===== config.mk =====
export PLATFORM = sky130hd
export DESIGN_NAME = rr_multiplexer_flat
export DESIGN_NICKNAME = d
export VERILOG_FILES = /design/src/rtl/rr_multiplexer_pkg.sv /design/src/rtl/rr_multiplexer_if.sv /design/src/rtl/rr_arbiter4.sv /design/src/rtl/rr_multiplexer.sv /design/src/flat_wrapper.sv
export SDC_FILE = /design/constraint.sdc
export NUM_CORES = 1
export LEC_CHECK = 0
export CAP_MARGIN = 10
export CORE_UTILIZATION = 38
export CTS_CLUSTER_DIAMETER = 100
export DETAILED_ROUTE_END_ITERATION = 10
export HOLD_SLACK_MARGIN = 0.02
export PLACE_DENSITY = 0.75
export SLEW_MARGIN = 20
export SYNTH_ARGS = -nofsm -noshare
export SYNTH_HDL_FRONTEND = slang
export SYNTH_SLANG_ARGS = --single-unit

===== constraint.sdc =====
create_clock -name clk -period 2.25 [get_ports clk]
set_clock_uncertainty 0.2 [all_clocks]
set_input_delay 0.5625 -clock clk [delete_from_list [all_inputs] [get_ports clk]]
set_output_delay 0.5625 -clock clk [all_outputs]
set_load 0.005 [all_outputs]

===== src/rtl/rr_multiplexer_pkg.sv =====
// Shared types and helpers for the 4:1 stream mux and its 1:4 demux peer.
// Exports NUM_CH, SEL_W, DEF_W, state_e and the one-hot to index mapper.
package mux_pkg;
  localparam int NUM_CH = 4;
  localparam int SEL_W  = 2;
  localparam int DEF_W  = 8;

  typedef enum logic {
    EMPTY = 1'b0,
    FULL  = 1'b1
  } state_e;

  // OR-reduction form: no priority chain, exact for one-hot inputs.
  function automatic logic [SEL_W-1:0] oh2idx(
    input logic [NUM_CH-1:0] oh
  );
    logic [SEL_W-1:0] idx;
    idx = '0;
    for (int i = 0; i < NUM_CH; i++) begin
      if (oh[i]) idx = idx | SEL_W'(i);
    end
    return idx;
  endfunction
endpackage


===== src/rtl/rr_multiplexer_if.sv =====
// Handshake bundle of the 4:1 mux: four input channels, one output, enable.
// slave: the mux side; master: the environment driving inputs and Y_ready.
interface rr_multiplexer_if
  import mux_pkg::*;
#(
  parameter int W = DEF_W
);
  logic                E;
  logic [NUM_CH-1:0]   I_valid;
  logic [NUM_CH*W-1:0] I_data;
  logic [NUM_CH-1:0]   I_ready;
  logic                Y_valid;
  logic [W-1:0]        Y_data;
  logic [SEL_W-1:0]    S;
  logic                Y_ready;

  modport slave (
    input  E, I_valid, I_data, Y_ready,
    output I_ready, Y_valid, Y_data, S
  );

  modport master (
    output E, I_valid, I_data, Y_ready,
    input  I_ready, Y_valid, Y_data, S
  );
endinterface


===== src/rtl/rr_arbiter4.sv =====
// Combinational round-robin arbiter: rotate, pick lowest, rotate back.
// req/ptr/en in; one-hot grant and its index gidx out.
module rr_arbiter4
  import mux_pkg::*;
(
  input  logic [3:0] req,
  input  logic [1:0] ptr,
  input  logic       en,
  output logic [3:0] grant,
  output logic [1:0] gidx
);
  logic [7:0] dbl;
  logic [3:0] rot;
  logic [3:0] pick;
  logic [7:0] back;

  always_comb begin
    // rot[j] is channel (ptr+j) mod 4, so bit 0 has top priority
    dbl  = {req, req} >> ptr;
    rot  = dbl[3:0];
    pick = rot & (~rot + 4'd1);
    back = {pick, pick} << ptr;
    grant = en ? back[7:4] : 4'b0000;
    gidx  = oh2idx(grant);
  end
endmodule


===== src/rtl/rr_multiplexer.sv =====
// Registered round-robin 4:1 stream mux; each word tagged with source S.
// Ports: clk, rst (sync, active high), bus (slave modport of rr_multiplexer_if).
module rr_multiplexer
  import mux_pkg::*;
#(
  parameter int W = DEF_W
) (
  input  logic        clk,
  input  logic        rst,
  rr_multiplexer_if.slave bus
);
  state_e           state_q, state_d;
  logic [1:0]       ptr_q, ptr_d;
  logic [W-1:0]     y_data_q, y_data_d;
  logic [SEL_W-1:0] s_q, s_d;

  logic       load_ok;
  logic       arb_en;
  logic [3:0] grant;
  logic [1:0] gidx;

  assign load_ok = (state_q == EMPTY) | bus.Y_ready;
  // rst gating keeps I_ready low during reset
  assign arb_en  = bus.E & load_ok & ~rst;

  rr_arbiter4 u_arb (
    .req   (bus.I_valid),
    .ptr   (ptr_q),
    .en    (arb_en),
    .grant (grant),
    .gidx  (gidx)
  );

  assign bus.I_ready = grant;
  assign bus.Y_valid = (state_q == FULL);
  assign bus.Y_data  = y_data_q;
  assign bus.S       = s_q;

  always_comb begin
    state_d  = state_q;
    ptr_d    = ptr_q;
    y_data_d = y_data_q;
    s_d      = s_q;
    if (|grant) begin
      state_d  = FULL;
      ptr_d    = gidx + 2'd1;
      y_data_d = bus.I_data[int'(gidx)*W +: W];
      s_d      = gidx;
    end else if ((state_q == FULL) && bus.Y_ready) begin
      state_d = EMPTY;
    end
  end

  always_ff @(posedge clk) begin
    if (rst) begin
      state_q  <= EMPTY;
      ptr_q    <= 2'd0;
      y_data_q <= '0;
      s_q      <= '0;
    end else begin
      state_q  <= state_d;
      ptr_q    <= ptr_d;
      y_data_q <= y_data_d;
      s_q      <= s_d;
    end
  end
endmodule


===== src/flat_wrapper.sv =====
// flat-port wrapper written by rule: the top's interface ports become plain ports
module rr_multiplexer_flat import mux_pkg::*;
#(
  parameter int W = DEF_W
)
  (clk, rst, bus_E, bus_I_valid, bus_I_data, bus_Y_ready, bus_I_ready, bus_Y_valid, bus_Y_data, bus_S);
  rr_multiplexer_if #(.W(W)) bus_i ();
  input  logic clk;
  input  logic rst;
  input wire logic [$bits(bus_i.E)-1:0] bus_E;
  input wire logic [$bits(bus_i.I_valid)-1:0] bus_I_valid;
  input wire logic [$bits(bus_i.I_data)-1:0] bus_I_data;
  input wire logic [$bits(bus_i.Y_ready)-1:0] bus_Y_ready;
  output wire logic [$bits(bus_i.I_ready)-1:0] bus_I_ready;
  output wire logic [$bits(bus_i.Y_valid)-1:0] bus_Y_valid;
  output wire logic [$bits(bus_i.Y_data)-1:0] bus_Y_data;
  output wire logic [$bits(bus_i.S)-1:0] bus_S;
  assign bus_i.E = bus_E;
  assign bus_i.I_valid = bus_I_valid;
  assign bus_i.I_data = bus_I_data;
  assign bus_i.Y_ready = bus_Y_ready;
  assign bus_I_ready = bus_i.I_ready;
  assign bus_Y_valid = bus_i.Y_valid;
  assign bus_Y_data = bus_i.Y_data;
  assign bus_S = bus_i.S;
  rr_multiplexer #(.W(W)) u_core (.clk(clk), .rst(rst), .bus(bus_i));
endmodule

# [Word level (Yosys, flattened, before mapping)]
# Index checks and enable logic that the tools add are counted.
[word_totals] ram_bits=0 reg_bits=13 elab_cells=25 rom_bits=0 inputBits=40 latchBits=0 n_memories=0
[op_classes] order_cmp=0 multipliers=0 n_addsub=2 shifts=3 n_eq_ne=0 div=0 bitwise=7 n_reduce_logical=3 n_mux=6
[ops] cell="indexed part select 32 x 6 -> 8 bit" count=1
[ops] cell="<< shifter 8 x 2 -> 8 bit" count=1
[ops] cell=">> shifter 8 x 2 -> 4 bit" count=1
[ops] cell="adder 4 x 1 -> 4 bit, second input constant" count=1
[ops] cell="AND 4 bit" count=1
[ops] cell="2-to-1 mux 2 bit" count=2
[ops] cell="2-to-1 mux 4 bit" count=1
[ops] cell="NOT 4 bit" count=1
[ops] cell="OR reduction 4 bit" count=1
[ops] cell="2-to-1 mux 1 bit" count=3
[ops] cell="adder 2 x 1 -> 2 bit, second input constant" count=1
[ops] cell="AND 1 bit" count=2
[ops] cell="NOT 1 bit" count=2
[ops] cell="nonzero test 2 bit" count=1
[ops] cell="logical AND 1 bit" count=1
[ops] cell="bitwise OR 1 bit" count=1

# [Logic depth before layout (Yosys ltp)]
# Gate-level depths: netlist of run 1.
[logic_depth] word_depth=10 ltp_mapped=8

# [Cells and area by module]
# From an unflattened synthesis of run 1, not the netlist that was laid out.
[hier_totals] cells_unflattened=98 hier_area_um2=868.3
[by_module_without_submodules] module="rr_multiplexer" seq_area_each_um2=260.2 cells_per_inst=67 area_per_inst_um2=675.6 n_inst=1
[by_module_without_submodules] module="rr_arbiter4" seq_area_each_um2=0.0 cells_per_inst=31 area_per_inst_um2=192.7 n_inst=1

# [Worst setup path before layout of run 1]
# Ideal clock, no wire load.
[synth_path] path_type="in2out" from="in bus_I_valid[0]" to="out bus_I_ready[0]" slack_ns=-0.052 t_required_ns=1.487 stages=6 t_arrival_ns=1.540 path_cell_list="buf_2 or2_1 o311a_1 buf_2 o221ai_2 nor2_1"
[synth_between] elab_chain_len=6
[synth_rtl] element="from (decl)" line_no="flat_wrapper.sv:11" text="input wire logic [$bits(bus_i.I_valid)-1:0] bus_I_valid;"
[synth_rtl] element=">> shifter 8 x 2 -> 4 bit (*)" line_no="rr_arbiter4.sv:19" text="dbl = {req, req} >> ptr;"
[synth_rtl] element="NOT 4 bit" line_no="rr_arbiter4.sv:21" text="pick = rot & (~rot + 4'd1);"
[synth_rtl] element="adder 4 x 1 -> 4 bit" line_no="rr_arbiter4.sv:21"
[synth_rtl] element="AND 4 bit (*)" line_no="rr_arbiter4.sv:21"
[synth_rtl] element="<< shifter 8 x 2 -> 8 bit (*)" line_no="rr_arbiter4.sv:22" text="back = {pick, pick} << ptr;"
[synth_rtl] element="2-to-1 mux 4 bit (*)" line_no="rr_arbiter4.sv:23" text="grant = en ? back[7:4] : 4'b0000;"
[synth_rtl] element="to (decl)" line_no="flat_wrapper.sv:14" text="output wire logic [$bits(bus_i.I_ready)-1:0] bus_I_ready;"
# Every way passes the cells marked *; elsewhere a longest branch is shown, timed or not.

# [Final worst setup path of run 1]
# Ends and elaborated chain as after synthesis.

==> results.md, run 1 <==
* Status: complete, but fails checks
* Violated checks: setup timing
* H-tree depth at 1
* Post-layout minimum cycle time at 2270 ps
* Ys flop type: dfxtp_1
* Required @ worst endpoint at 1490 ps
* Worst setup slack after layout at -21.4 ps
* Clk buf depth at 2
* Die H at 53.5 um
* Drt wl/cell at 17.3 um
* Synth Area per Inst at 8.20 sq um
* Yosys Warn Count at 0
* Crit-path cells: buf_8, buf_6, a21oi_4, o211ai_2, or2_1, inv_2, nor2_2, buf_2
* Final design area excluding fillers at 0.00198 sq mm
* Slowest-stage cell, CP: or2_1
* Crit Reg-Reg Endpoint: u_core.bus.Y_data[4]$_SDFFE_PP0P_
* Area growth syn-to-layout at 96.5%
* CP max FO at 4
* Final antenna-violating net count at 0
* Top cells by count, synth: dfxtp_1 (13), inv_1 (12), nor2_1 (11)
* Dpl ws at -752 ps
* P per Cell Area at 377 mW/mm^2
* Clock slew seen by the registers of the worst setup and hold paths at 90 ps
* Syn Nets at 163
* Hold_sp: u_core.bus.Y_data[0]$_SDFFE_PP0P_
* Placed Area at 0.00179 sq mm
* Iteration-0 DRC Markers at 36
* I/O pin count at 55
* Starting Density at 40.3%
* Max_slew headroom at 67.9%
* Dpl hpwl at 2950 um
* Die footprint at 0.00286 sq mm
* Count leader, synth: dfxtp_1
* Clk_lat worst skew at 280 ps
* Final Net Count at 257
* CP arrival at 1510 ps
* FMAX at 0.440 GHz
* Vias per inst at 5.70
* GP Congestion at 0.858
* Router iterations before antenna repair at 4
* Max stage delay on crit path at 250 ps
* Die X-Extent at 53.5 um
* Critical path type: input pin to primary output
* CTS Hold Bufs at 0
* Tightest Pin Transition at 480 ps
* Vias in the first global route at 1,343
* Fin cells at 246
* Worst setup SP type: input pin
* VDD IR-drop max at 0.000419 V
* R2r setup slk at 120 ps
* Routed WL at 4270 um
* Area leader, netlist: dfxtp_1
* WHS Path Cells at 1
* IO buf count at 54
* DRC at 0
* Placeable Area at 0.00250 sq mm
* Initial antenna violation count at 0
* Max Slew Vio Count at 0
* Flops & latches, synth at 13
* First-pass GRT wire length at 5730 um
* Num rows at 18
* Register area share after synthesis at 25.8%
* Count of final setup violators at 1
* Hold Path Class: flop to flop
* R2r startpoint: u_core.ptr_q[1]$_SDFFE_PP0P_
* Number of synthesized flops with an enable pin at 0
* Number of max-cap violations at 0
* CTS sink count at 13
* Share of the synthesized area in the top cell type at 25.8%
* CP endpoint kind: primary output
* Placed Cells at 232
* Total CTS buffers at 3
* Synthesized instance count at 123
* Via count at 1,403
* GRT Util Overall at 27.6%
* Reg2Reg Depth at 7
* Ant diodes at 0
* WHS Endpoint: u_core.bus.Y_data[0]$_SDFFE_PP0P_
* Ys async rst share at 0%
* Unique masters post-synth at 38
* Final period utilization at 101%
* RSZ-0062 raised after global routing: true
* Top cells by area, synth: dfxtp_1 (26%), o211ai_2 (8.7%), a32o_1 (6.0%)
* CTS tree: yes
* Largest net degree at the start of global routing at 15
* Fin. Hold Viols at 0
* Root Buffer Master: clkbuf_4
* Layout cells sized above 1 at 40.3%
* Global route overflow at 0
* P_leak at 0.000826 uW
* Synth Cell Area at 0.00101 sq mm
## cell usage in the layout, fill, tap and decap left out, types with 2 or more instances in the layout
cell type        Yosys  final
or3_1                6      6
o211ai_2             7      7
clkdlybuf4s50_1      0     43
o21a_1               6      6
clkbuf_4             0      3
inv_1               12     12
buf_6                1      6
or2_1                3      2
buf_4                4     37
a21oi_1              9      6
a32o_1               6      6
o21ai_0              9      4
nor2b_1              2      2
nor2_1              11      8
or2_4                0      2
buf_8                0      2
o211ai_1             2      2
o221ai_2             1      4
o21bai_1             2      2
o21ai_1              0      5
a21oi_2              0      2
buf_2                3      6
nor2_2               0      2
dfxtp_1             13     12
## power breakdown
| part | internal, uW | total, uW | switching [uW] |
|---|---|---|---|
| clock | 68.8 | 157 | 87.9 |
| sequential | 248 | 263 | 14.4 |
| combinational | 196 | 329 | 132 |
| total | 514 | 748 | 234 |
## through the flow
step                TNS (ps)  hold slack (ps)  power, uW  utilization, %
floorplan              -35.8              264        376               -
global placement       -7640              248        542            71.6
detailed placement     -8740              259        552            71.6
CTS                    -77.4              280        720            76.3
global route            -145              290        781            79.3
finish                 -21.4              279        748            79.3
## how the worst max path moves through the flow
stage | depth (start not counted) | to | from | slack [ps]
3_5_place_dp | 6 | bus_I_ready[2] | bus_I_valid[0] | -750
2_1_floorplan | 6 | bus_I_ready[0] | bus_I_valid[0] | -40
6_report | 8 | bus_I_ready[0] | bus_I_valid[0] | -20
4_1_cts | 6 | bus_I_ready[0] | bus_I_valid[0] | -80
5_1_grt | 8 | bus_I_ready[0] | bus_I_valid[0] | -40
3_3_place_gp | 7 | bus_I_ready[0] | bus_E | -710
## routing by layer
metal	up-vias	GRT usage, %	wire [um]
met5	-	0	0
met4	0	12.3	138
met3	16	3.74	189
met2	61	51.9	2250
met1	678	30.2	1690
li1	648	-	-
## timing repair
| item | 4_1_cts | 5_1_grt |
|---|---|---|
| gates cloned | 0 | 0 |
| setup endpoints to repair | 14 | 12 |
| setup buffers | 9 | 2 |
| pin swaps | 9 | 17 |
| resized for setup | 58 | 19 |
## worst max-delay path, delay by kind of cell
| kind | cells | cell delay, ps |
|---|---|---|
| simple gates | 2 | 300 |
| buf+inv | 4 | 430 |
| compound gates | 2 | 210 |
## sequential cells by signal (all words and copies together) (netlist names)
signal and count:
u_core.bus.S 2, u_core.bus.Y_data 8, u_core.bus.Y_valid 1, u_core.ptr_q 2
## cell type report
| class | instances | area [sq um] |
|---|---|---|
| Clock buffer | 4 | 26.3 |
| Sequential cell | 13 | 262 |
| Multi-Input combinational cell | 89 | 738 |
| Tap cell | 30 | 37.5 |
| Timing Repair Buffer | 97 | 870 |
| Inverter | 13 | 48.8 |
| Fill cell | 179 | 518 |
## cell families (layout without fill, tap and decap cells)
logic type / Yosys count / after routing / share of synthesized area (%)
muxes: 1 / 1 / 0.993
DFF: 13 / 13 / 25.8
AOI/OAI and AO/OA: 57 / 57 / 46.2
buffers and inverters: 21 / 114 / 10.4
and+or+nand+nor: 31 / 31 / 16.6
Power figures use the tool's default switching activity.
==> run 2: changes to the inputs <==
--- a/config.mk
+++ b/config.mk
@@ -8,6 +8,7 @@
 export CAP_MARGIN = 10
 export CORE_UTILIZATION = 38
 export CTS_CLUSTER_DIAMETER = 100
+export CTS_CLUSTER_SIZE = 16
 export DETAILED_ROUTE_END_ITERATION = 10
 export HOLD_SLACK_MARGIN = 0.02
 export PLACE_DENSITY = 0.75
==> results of run 2 <==
Final layout, timing and power as in run 1 (identical DEF).
